<file path="config.mk">
export PLATFORM = sky130hd
export DESIGN_NAME = button_pattern_sender_flat
export DESIGN_NICKNAME = d
export VERILOG_FILES = /design/src/rtl/button_pattern_pkg.sv /design/src/rtl/button_pattern_sender_if.sv /design/src/rtl/pulse_timer.sv /design/src/rtl/button_pattern_sender.sv /design/src/flat_wrapper.sv
export SDC_FILE = /design/constraint.sdc
export NUM_CORES = 1
export LEC_CHECK = 0
export BUFFER_PORTS_ARGS = -buffer_cell sky130_fd_sc_hd__buf_2
export CORE_MARGIN = 1
export CORE_UTILIZATION = 45
export CTS_CLUSTER_DIAMETER = 120
export CTS_CLUSTER_SIZE = 10
export DETAILED_ROUTE_END_ITERATION = 16
export GPL_ROUTABILITY_DRIVEN = 0
export PLACE_DENSITY = 0.65
export SLEW_MARGIN = 20
export SYNTH_ARGS = -nofsm -noshare
export SYNTH_HDL_FRONTEND = slang
export SYNTH_SLANG_ARGS = --single-unit
</file>
<file path="constraint.sdc">
create_clock -name clk -period 2.45 [get_ports clk]
set_clock_uncertainty 0.05 [all_clocks]
set_input_delay 0.245 -clock clk [delete_from_list [all_inputs] [get_ports clk]]
set_output_delay 0.245 -clock clk [all_outputs]
set_load 0.005 [all_outputs]
</file>
<file path="src/rtl/button_pattern_pkg.sv">
// rtl/button_pattern_pkg.sv - shared state type and counter width helper for the pattern sender
package button_pattern_pkg;

   typedef enum logic [1:0] {
      IDLE,
      PULSE,
      GAP,
      VERIFY
   } state_t;

   // Width needed to hold values 0..n-1, never narrower than one bit
   function automatic int cnt_w(input int n);
      return (n <= 1) ? 1 : $clog2(n);
   endfunction

   function automatic int max_of(input int a, input int b);
      return (a > b) ? a : b;
   endfunction

endpackage

</file>
<file path="src/rtl/button_pattern_sender_if.sv">
// rtl/button_pattern_sender_if.sv - handshake and pulse-line bundle for the pattern sender
interface button_pattern_sender_if #(
   parameter int WIDTH = 4
) ();

   logic             start;
   logic [WIDTH-1:0] data;
   logic             abort;
   logic             ready;
   logic             bit_one;
   logic             bit_zero;
   logic             busy;
   logic             verify_strobe;

   modport master (
      output start, data, abort,
      input  ready, bit_one, bit_zero, busy, verify_strobe
   );

   modport slave (
      input  start, data, abort,
      output ready, bit_one, bit_zero, busy, verify_strobe
   );

endinterface

</file>
<file path="src/rtl/pulse_timer.sv">
// rtl/pulse_timer.sv - loadable saturating down-counter shared by the pulse and gap phases
module pulse_timer #(
   parameter int TW = 2
) (
   input  logic          clk,
   input  logic          rst,
   input  logic          load,
   input  logic [TW-1:0] load_val,
   output logic          zero
);

   logic [TW-1:0] count;

   // Reload on request, otherwise count down and park at zero
   always_ff @(posedge clk or posedge rst) begin
      if (rst) begin
         count <= '0;
      end else if (load) begin
         count <= load_val;
      end else if (count != '0) begin
         count <= count - TW'(1);
      end
   end

   assign zero = (count == '0);

endmodule

</file>
<file path="src/rtl/button_pattern_sender.sv">
// rtl/button_pattern_sender.sv - replays a word MSB first as timed pulses on one/zero lines
module button_pattern_sender
   import button_pattern_pkg::*;
#(
   parameter int WIDTH        = 4,
   parameter int PULSE_CYCLES = 4,
   parameter int GAP_CYCLES   = 4
) (
   input  logic                    clk,
   input  logic                    rst,
   button_pattern_sender_if.slave  bus
);

   localparam int TW = cnt_w(max_of(PULSE_CYCLES, GAP_CYCLES));
   localparam int CW = cnt_w(WIDTH);

   localparam logic [TW-1:0] P_LOAD    = TW'(PULSE_CYCLES - 1);
   localparam logic [TW-1:0] G_LOAD    = TW'(GAP_CYCLES - 1);
   localparam logic [CW-1:0] LAST_BIT  = CW'(WIDTH - 1);

   state_t           state;
   logic [WIDTH-1:0] shreg;
   logic [CW-1:0]    bit_cnt;
   logic             bit_one_q;
   logic             bit_zero_q;
   logic             busy_q;
   logic             verify_q;

   logic             timer_load;
   logic [TW-1:0]    timer_val;
   logic             timer_zero;

   pulse_timer #(.TW(TW)) u_timer (
      .clk      (clk),
      .rst      (rst),
      .load     (timer_load),
      .load_val (timer_val),
      .zero     (timer_zero)
   );

   // Timer reload happens only on the transitions that enter PULSE or GAP
   always_comb begin
      timer_load = 1'b0;
      timer_val  = '0;
      case (state)
         IDLE: begin
            if (bus.start && !bus.abort) begin
               timer_load = 1'b1;
               timer_val  = P_LOAD;
            end
         end
         PULSE: begin
            if (!bus.abort && timer_zero) begin
               timer_load = 1'b1;
               timer_val  = G_LOAD;
            end
         end
         GAP: begin
            if (!bus.abort && timer_zero && bit_cnt != '0) begin
               timer_load = 1'b1;
               timer_val  = P_LOAD;
            end
         end
         default: begin
            timer_load = 1'b0;
         end
      endcase
   end

   // Sequencer with registered pulse lines; abort outranks everything but rst
   always_ff @(posedge clk or posedge rst) begin
      if (rst) begin
         state      <= IDLE;
         shreg      <= '0;
         bit_cnt    <= '0;
         bit_one_q  <= 1'b0;
         bit_zero_q <= 1'b0;
         busy_q     <= 1'b0;
         verify_q   <= 1'b0;
      end else if (bus.abort && state != IDLE) begin
         state      <= IDLE;
         bit_one_q  <= 1'b0;
         bit_zero_q <= 1'b0;
         busy_q     <= 1'b0;
         verify_q   <= 1'b0;
      end else begin
         case (state)
            IDLE: begin
               if (bus.start && !bus.abort) begin
                  shreg      <= bus.data;
                  bit_cnt    <= LAST_BIT;
                  bit_one_q  <= bus.data[WIDTH-1];
                  bit_zero_q <= ~bus.data[WIDTH-1];
                  busy_q     <= 1'b1;
                  state      <= PULSE;
               end
            end
            PULSE: begin
               if (timer_zero) begin
                  shreg      <= shreg << 1;
                  bit_one_q  <= 1'b0;
                  bit_zero_q <= 1'b0;
                  state      <= GAP;
               end
            end
            GAP: begin
               if (timer_zero) begin
                  if (bit_cnt != '0) begin
                     bit_cnt    <= bit_cnt - CW'(1);
                     bit_one_q  <= shreg[WIDTH-1];
                     bit_zero_q <= ~shreg[WIDTH-1];
                     state      <= PULSE;
                  end else begin
                     verify_q <= 1'b1;
                     state    <= VERIFY;
                  end
               end
            end
            VERIFY: begin
               verify_q <= 1'b0;
               busy_q   <= 1'b0;
               state    <= IDLE;
            end
            default: begin
               state <= IDLE;
            end
         endcase
      end
   end

   assign bus.ready         = (state == IDLE);
   assign bus.bit_one       = bit_one_q;
   assign bus.bit_zero      = bit_zero_q;
   assign bus.busy          = busy_q;
   assign bus.verify_strobe = verify_q;

endmodule

</file>
<file path="src/flat_wrapper.sv">
// flat-port wrapper written by rule: the top's interface ports become plain ports
module button_pattern_sender_flat import button_pattern_pkg::*;
#(
   parameter int WIDTH        = 4,
   parameter int PULSE_CYCLES = 4,
   parameter int GAP_CYCLES   = 4
)
  (clk, rst, bus_start, bus_data, bus_abort, bus_ready, bus_bit_one, bus_bit_zero, bus_busy, bus_verify_strobe);
  button_pattern_sender_if #(.WIDTH(WIDTH)) bus_i ();
  input  logic clk;
  input  logic rst;
  input wire logic [$bits(bus_i.start)-1:0] bus_start;
  input wire logic [$bits(bus_i.data)-1:0] bus_data;
  input wire logic [$bits(bus_i.abort)-1:0] bus_abort;
  output wire logic [$bits(bus_i.ready)-1:0] bus_ready;
  output wire logic [$bits(bus_i.bit_one)-1:0] bus_bit_one;
  output wire logic [$bits(bus_i.bit_zero)-1:0] bus_bit_zero;
  output wire logic [$bits(bus_i.busy)-1:0] bus_busy;
  output wire logic [$bits(bus_i.verify_strobe)-1:0] bus_verify_strobe;
  assign bus_i.start = bus_start;
  assign bus_i.data = bus_data;
  assign bus_i.abort = bus_abort;
  assign bus_ready = bus_i.ready;
  assign bus_bit_one = bus_i.bit_one;
  assign bus_bit_zero = bus_i.bit_zero;
  assign bus_busy = bus_i.busy;
  assign bus_verify_strobe = bus_i.verify_strobe;
  button_pattern_sender #(.WIDTH(WIDTH), .PULSE_CYCLES(PULSE_CYCLES), .GAP_CYCLES(GAP_CYCLES)) u_core (.clk(clk), .rst(rst), .bus(bus_i));
endmodule
</file>
# Word-level counts from Yosys, hierarchy flattened
# Cells that the tools add are included.
dict set report word_totals {
  input_bits 8
  memories 0
  register_bits 14
  word_cells 88
  out_inout_bits 5
  ramBits 0
  latchBits 0
  romBits 0
}
dict set report op_classes {
  bitwise 3
  n_div 0
  shifts 0
  n_mux 41
  n_lt_le_gt_ge 0
  addsub 2
  eq_ne 12
  reduce_logical 22
  n_mul 0
}
# cell n
set op_table {}
lappend op_table {{$mux W2} 13}
lappend op_table {{$mux W1} 17}
lappend op_table {{$ne A3 B1 Y1 const B} 4}
lappend op_table {{$reduce_bool A2 Y1} 6}
lappend op_table {{$reduce_and A5 Y1} 2}
lappend op_table {{$pmux W1 S3} 3}
lappend op_table {{$mux W4} 2}
lappend op_table {{$ne A2 B1 Y1 const B} 4}
lappend op_table {{$pmux W2 S4} 1}
lappend op_table {{$pmux W4 S2} 1}
lappend op_table {{$pmux W2 S3} 1}
lappend op_table {{$reduce_and A3 Y1} 2}
lappend op_table {{$reduce_bool A3 Y1} 2}
lappend op_table {{$eq A2 B2 Y1 const B} 2}
lappend op_table {{$logic_and A1 B1 Y1} 4}
lappend op_table {{$logic_not A2 Y1} 2}
lappend op_table {{$pmux W1 S2} 2}
lappend op_table {{$pmux W2 S2} 1}
lappend op_table {{$reduce_and A4 Y1} 1}
lappend op_table {{$reduce_bool A4 Y1} 1}
lappend op_table {{$sub A2 B1 Y2 const B} 2}
lappend op_table {{$ne A3 B3 Y1 const B} 1}
lappend op_table {{$not A1 Y1} 3}
lappend op_table {{$eq A2 B1 Y1 const B} 1}
lappend op_table {{2 further kinds} 2}

# Depth between registers and ports, before layout
dict set report logic_depth {
  word_depth 6
  ltp_mapped 7
  mapped_depth_nobuf 6
}

# Modules after synthesis
# A second synthesis with hierarchy kept.
dict set report hier_totals {
  cells_unflattened 102
  hier_area_um2 1021.0
}
# mod cells_each seq_area_each_um2 instances area_per_inst_um2
set modules_own_cells {}
lappend modules_own_cells {button_pattern_sender 89 300.3 1 893.4}
lappend modules_own_cells {pulse_timer 13 50.0 1 127.6}

# Worst setup path before layout
# No wires, ideal clock.
dict set report synth_timing {
  kind {register to register}
  from {reg u_core.state[0]}
  to {reg u_core.bit_zero_q, in the netlist u_core.bus.bit_zero}
  period_less_slack_ns 1.748
  n_path_buf 0
  setup_slack_ns 0.702
  stages_incl_launch_ff 7
  arrival_time_ns 1.573
  setup_time_ns 0.125
  t_required_ns 2.275
  path_cell_list {dfrtp_1 -> inv_1 -> ha_1 -> and2b_1 -> nand3b_1 -> nand3_2 -> mux2_4}
}
dict set report synth_via {
  word_cells_on_any_way 13
  cone_classes {6 x eq/ne; 2 x mux; 5 x reduce/logical}
}
# element line
set synth_rtl {}
lappend synth_rtl {{from (decl)} button_pattern_sender.sv:21} ;# state_t state;
lappend synth_rtl {{from (signal assigned)} button_pattern_sender.sv:73} ;# state <= IDLE;
lappend synth_rtl {{from (signal assigned)} button_pattern_sender.sv:81} ;# state <= IDLE;
lappend synth_rtl {{from (signal assigned)} button_pattern_sender.sv:95} ;# state <= PULSE;
lappend synth_rtl {{$logic_not A2 Y1 (*)} -}
lappend synth_rtl {{via bus_ready} flat_wrapper.sv:15} ;# output wire logic [$bits(bus_i.ready)-1:0] bus_ready;
lappend synth_rtl {{$ne A3 B1 Y1 (no line), or another cell as far along} -}
lappend synth_rtl {{$reduce_and A5 Y1 (no line) / $mux W1 (equally long branches)} -}
lappend synth_rtl {{to (signal assigned)} button_pattern_sender.sv:93} ;# bit_zero_q <= ~bus.data[WIDTH-1];
lappend synth_rtl {{to (signal assigned)} button_pattern_sender.sv:111} ;# bit_zero_q <= ~shreg[WIDTH-1];
lappend synth_rtl {{to (decl)} button_pattern_sender.sv:25} ;# logic bit_zero_q;
# Mark *: on every way through the listed nets, which the timed path passes. The rest lies on a longest branch.
# A chain may end at the register's enable or synchronous reset.

# Final worst setup path
dict set report layout_timing {
  from {reg u_core.state[0]}
  to {reg u_core.bit_zero_q, in the netlist u_core.bus.bit_zero}
}
dict set report layout_via {
  elab_chain_cells 4
  word_cells_on_any_way 13
  cone_classes {6 x eq/ne; 2 x mux; 5 x reduce/logical}
}
# element line
set layout_lines {}
lappend layout_lines {{$reduce_bool A2 Y1} button_pattern_sender.sv:80} ;# end else if (bus.abort && state != IDLE) begin
lappend layout_lines {{$logic_and A1 B1 Y1} button_pattern_sender.sv:80}
lappend layout_lines {{$ne A3 B1 Y1 (no line) / $reduce_bool A4 Y1 (equally long branches)} -}
lappend layout_lines {{$reduce_and A5 Y1 (no line)} -}
# Several ways; a longest one is shown, not always the timed one.

==> results <==
- The run finished with clean final reports.
- The initial antenna violation count is 0.
- The post-synth net total is 103.
- The boundary pin count is 13.
- For this run, the total global-route usage over all layers was measured as 0.177.
- Averaged over all synthesized cells, the footprint is 10.4 µm².
- The floorplan step set the die height to approximately 47 µm.
- Measured on the finished design, the core utilization comes to 0.528.
- Across all setup checks in the final design, the least slack found is 0.495 ns.
- The final antenna-violating net count is 0.
- STA puts the critical path data required time at 2.57 ns.
- The kind of end point of the critical path is a register.
- The number of DRC markers in iteration 0 is 5.
- Summed over all nets, wire length on met3 after detailed routing comes to 50 µm.
- The floorplan step set the die width to approximately 47 µm.
- Setup violations remaining at the end of the flow were counted as 0.
- The analysis attributes to cell leakage a power of approximately 0.49 nW.
- For this configuration, the core starts out at a cell density of 0.478.
- The mean routed wirelength per cell is between 10 and 15 µm.
- The number of iterations in the first detailed-routing pass is 4.
- The worst-case IR drop observed on VDD is 0.000593 V.
- The synthesized instance count is 89.
- Max-cap violations in this run came to 0.
- Clock-pin slew was measured on the worst setup and hold paths at 0.08 ns.
- For this run, the post-layout net count is 118.
- In the final layout, the share of cells above drive strength 1 is 0.314.
- The slowest library cell on the worst path is sky130_fd_sc_hd__dfrtp_1.
- TritonCTS built the clock tree.
- The maximum clock frequency is between 500 and 600 MHz.
- The count of buffers added on input and output ports is 12.
- Using the TritonRoute via totals, the vias-per-cell ratio works out to ~5.2.
- The standard cell core area is slightly below 0.002 mm².
- Of the synthesized area, sequential elements account for 0.377.
- Of the post-synthesis cell area, the dominant cell type holds 0.377.
- The global route total overflow is 0.
- The area of combinational cells with multiple inputs is between 500 and 600 µm².
- At the later pin of the worst-skew pair, clock insertion delay measures roughly 0.28 ns.
- The final clock period utilization by the worst path is 0.798.
- The worst slew margin relative to its limit is 0.655.
- The number of setup buffers added after CTS is 0.
- The most instantiated flip-flop cell in the synthesis netlist is sky130_fd_sc_hd__dfrtp_1.
- The routed design has approximately 1700 µm of wire.
- The register area is 350 µm².
- The worst setup path is launched from a register.
- The number of warnings reported in the yosys synthesis log is 0.
- The hold violation total from the final report was 0.
- The pin count of the biggest net entering global routing is 15.
- The sum of internal, switching and leakage power is ~1.2 mW.
- The first-pass GRT wire length is 2690 µm.
- Of all cell types, the one taking the most synthesized area is sky130_fd_sc_hd__dfrtp_1.
- For this block, wires on met1 add up to 787 µm.
- The number of distinct library cells after synthesis is 35.
- The die covers around 0.0022 mm².
- The DRC violations left is 0.
- After synthesis the cells add up to ~930 µm².
- Once detailed placement completed, the half-perimeter wirelength came to 1280 µm.
- The number of rows in the core area is 16.
- The clock root buffer is sky130_fd_sc_hd__clkbuf_4.
- In the post-synthesis netlist, the biggest area contributors are sky130_fd_sc_hd__dfrtp_1, sky130_fd_sc_hd__mux2_2, sky130_fd_sc_hd__ha_1, sky130_fd_sc_hd__inv_1, sky130_fd_sc_hd__a21oi_1.
- The worst setup path is of the reg2reg kind.
- The number of slew-limit violations in the final report was 0.
- The number of gates resized after cts is 0.
- Data on the critical path arrives at its endpoint at 2.08 ns.
- The number of global-route vias before repair came to between 600 and 700.
- The number of antenna diodes in the final layout is 0.
- The top fanout value on the critical path is 11.
- The total negative slack is 0 ns.
- The instance area at placement is 992 µm².
- Among all cell types in the netlist, the one instantiated most often is sky130_fd_sc_hd__dfrtp_1.
- The count of flip-flops with a built-in enable after synthesis is 0.
- Walking the worst path, the cells encountered are inv_1, ha_1, o21bai_2, a2bb2oi_2, nand3_2, mux2_4.
- No sink is reached through more buffers than the 2 on the longest clock path.
- The highest metal layer used by the detailed router is met4.
- The final period demand of the worst path is 1.96 ns.
- The H-tree depth is 1.
- The slew of the pin with the lowest slew margin is around 0.52 ns.
- The async set-reset flop share out of synthesis is 1.00.
- The cell family contributing the most delay on the critical path is compound AO/OA/AOI/OAI gates.
- In this run the power density over the cells is 1160 mW/mm².
- The delay of the slowest cell on the worst path is 0.46 ns.
- The min-delay analysis places its worst path in the category in2reg.
- The post-synthesis sequential element count is 14.
- By count the netlist is led by sky130_fd_sc_hd__dfrtp_1, sky130_fd_sc_hd__inv_1, sky130_fd_sc_hd__mux2_2, sky130_fd_sc_hd__ha_1, sky130_fd_sc_hd__nand2_1.
- Counting the buffers created by CTS gives 3.
- The cell area after layout is 0.00102 mm².
- CTS saw 14 sinks.
- The worst-case setup slack after placement is around 0.56 ns.
- The via count is between 600 and 700.
- The final-layout fill cell count is 185.
- Setup repair after global routing left no endpoint under its margin.
- Together, buffers and inverters on the worst path number 1.
- Detailed routing placed a total of 778 µm of wire on met2.
- The layout overhead on the synthesized area is 10.4%.
metrics by stage:
step | hold slack (ns) | cells
6_report | 0.259 | 129
2_1_floorplan | 0.0842 | 89
4_1_cts | 0.258 | 129
3_5_place_dp | 0.264 | 125
5_1_grt | 0.282 | 129
3_3_place_gp | 0.257 | 125
logic make-up (layout without fill, tap and decap cells):
group                    after synthesis  in the layout  share of synthesized area
flip-flops                            14             14                      0.377
adder cells (fa/ha/maj)                6              6                     0.0809
AO/OA/AOI/OAI                         20             20                      0.167
AND/OR/NAND/NOR                       25             25                      0.168
XOR/XNOR                               1              1                    0.00944
buffers and inverters                 13             26                     0.0728
multiplexers                          10             10                      0.124
worst paths after layout:
check | start | to | slack (ns) | cells past startpoint
max | u_core.state[0]$_DFFE_PP0P_ | u_core.bus.bit_zero$_DFFE_PP0P_ | 0.49 | 6
min | bus_data[0] | u_core.shreg[0]$_DFFE_PP0P_ | 0.26 | 3
max reg2reg | u_core.state[0]$_DFFE_PP0P_ | u_core.bus.bit_zero$_DFFE_PP0P_ | 0.49 | 6
min reg2reg | u_core.bus.busy$_DFFE_PP0P_ | u_core.bus.busy$_DFFE_PP0P_ | 0.43 | 2
max in group asynchronous | rst | u_core.bus.bit_one$_DFFE_PP0P_ | 1.52 | 3
min in group asynchronous | rst | u_core.shreg[1]$_DFFE_PP0P_ | 0.48 | 3
repair_timing:
item                                   4_1_cts  5_1_grt
setup endpoints to repair                    0        0
hold buffers                                 1        0
endpoints found under the hold margin       14        0
state kept, by name, indices dropped and copies added (netlist names):
signal                    flops
u_core.bus.bit_one            1
u_core.state                  2
u_core.shreg                  4
u_core.bit_cnt                2
u_core.bus.verify_strobe      1
u_core.u_timer.count          2
u_core.bus.bit_zero           1
u_core.bus.busy               1
where the power goes:
group,leakage [nW],total (mW),internal (mW),switching [mW]
sequential,0.168,0.389,0.326,0.0620
clock,0.0138,0.131,0.0571,0.0739
combinational,0.310,0.664,0.329,0.335
cells in the final DEF (no fill, tap or decap), types with 2 or more instances in the layout:
master / n
sky130_fd_sc_hd__a211oi_1: 2
sky130_fd_sc_hd__mux2_2: 8
sky130_fd_sc_hd__dfrtp_1: 14
sky130_fd_sc_hd__o21ai_0: 3
sky130_fd_sc_hd__inv_1: 10
sky130_fd_sc_hd__clkbuf_4: 3
sky130_fd_sc_hd__nor2b_1: 3
sky130_fd_sc_hd__nand2_1: 6
sky130_fd_sc_hd__a21oi_1: 5
sky130_fd_sc_hd__ha_1: 6
sky130_fd_sc_hd__nor2_1: 3
sky130_fd_sc_hd__nand2b_1: 4
sky130_fd_sc_hd__buf_2: 12
worst register-to-register path, stage by stage, from the launching register on:
cell and delay (ns):
sky130_fd_sc_hd__dfrtp_1 0.46, sky130_fd_sc_hd__inv_1 0.10, sky130_fd_sc_hd__ha_1 0.34, sky130_fd_sc_hd__o21bai_2 0.23, sky130_fd_sc_hd__a2bb2oi_2 0.25, sky130_fd_sc_hd__nand3_2 0.12
sky130_fd_sc_hd__mux2_4 0.30
layout make-up:
cell class	instances	share of cell area
Sequential cell	14	0.342
Multi-Input combinational cell	62	0.498
Inverter	10	0.0366
Clock buffer	3	0.0220
Timing Repair Buffer	13	0.0684
Tap cell	27	0.0330
layer usage:
metal	GRT usage	up-vias
li1	-	334
met1	0.217	313
met2	0.290	16
met3	0.0491	5
met4	0.0800	0
met5	0	-
(Power assumes the default switching activity.)
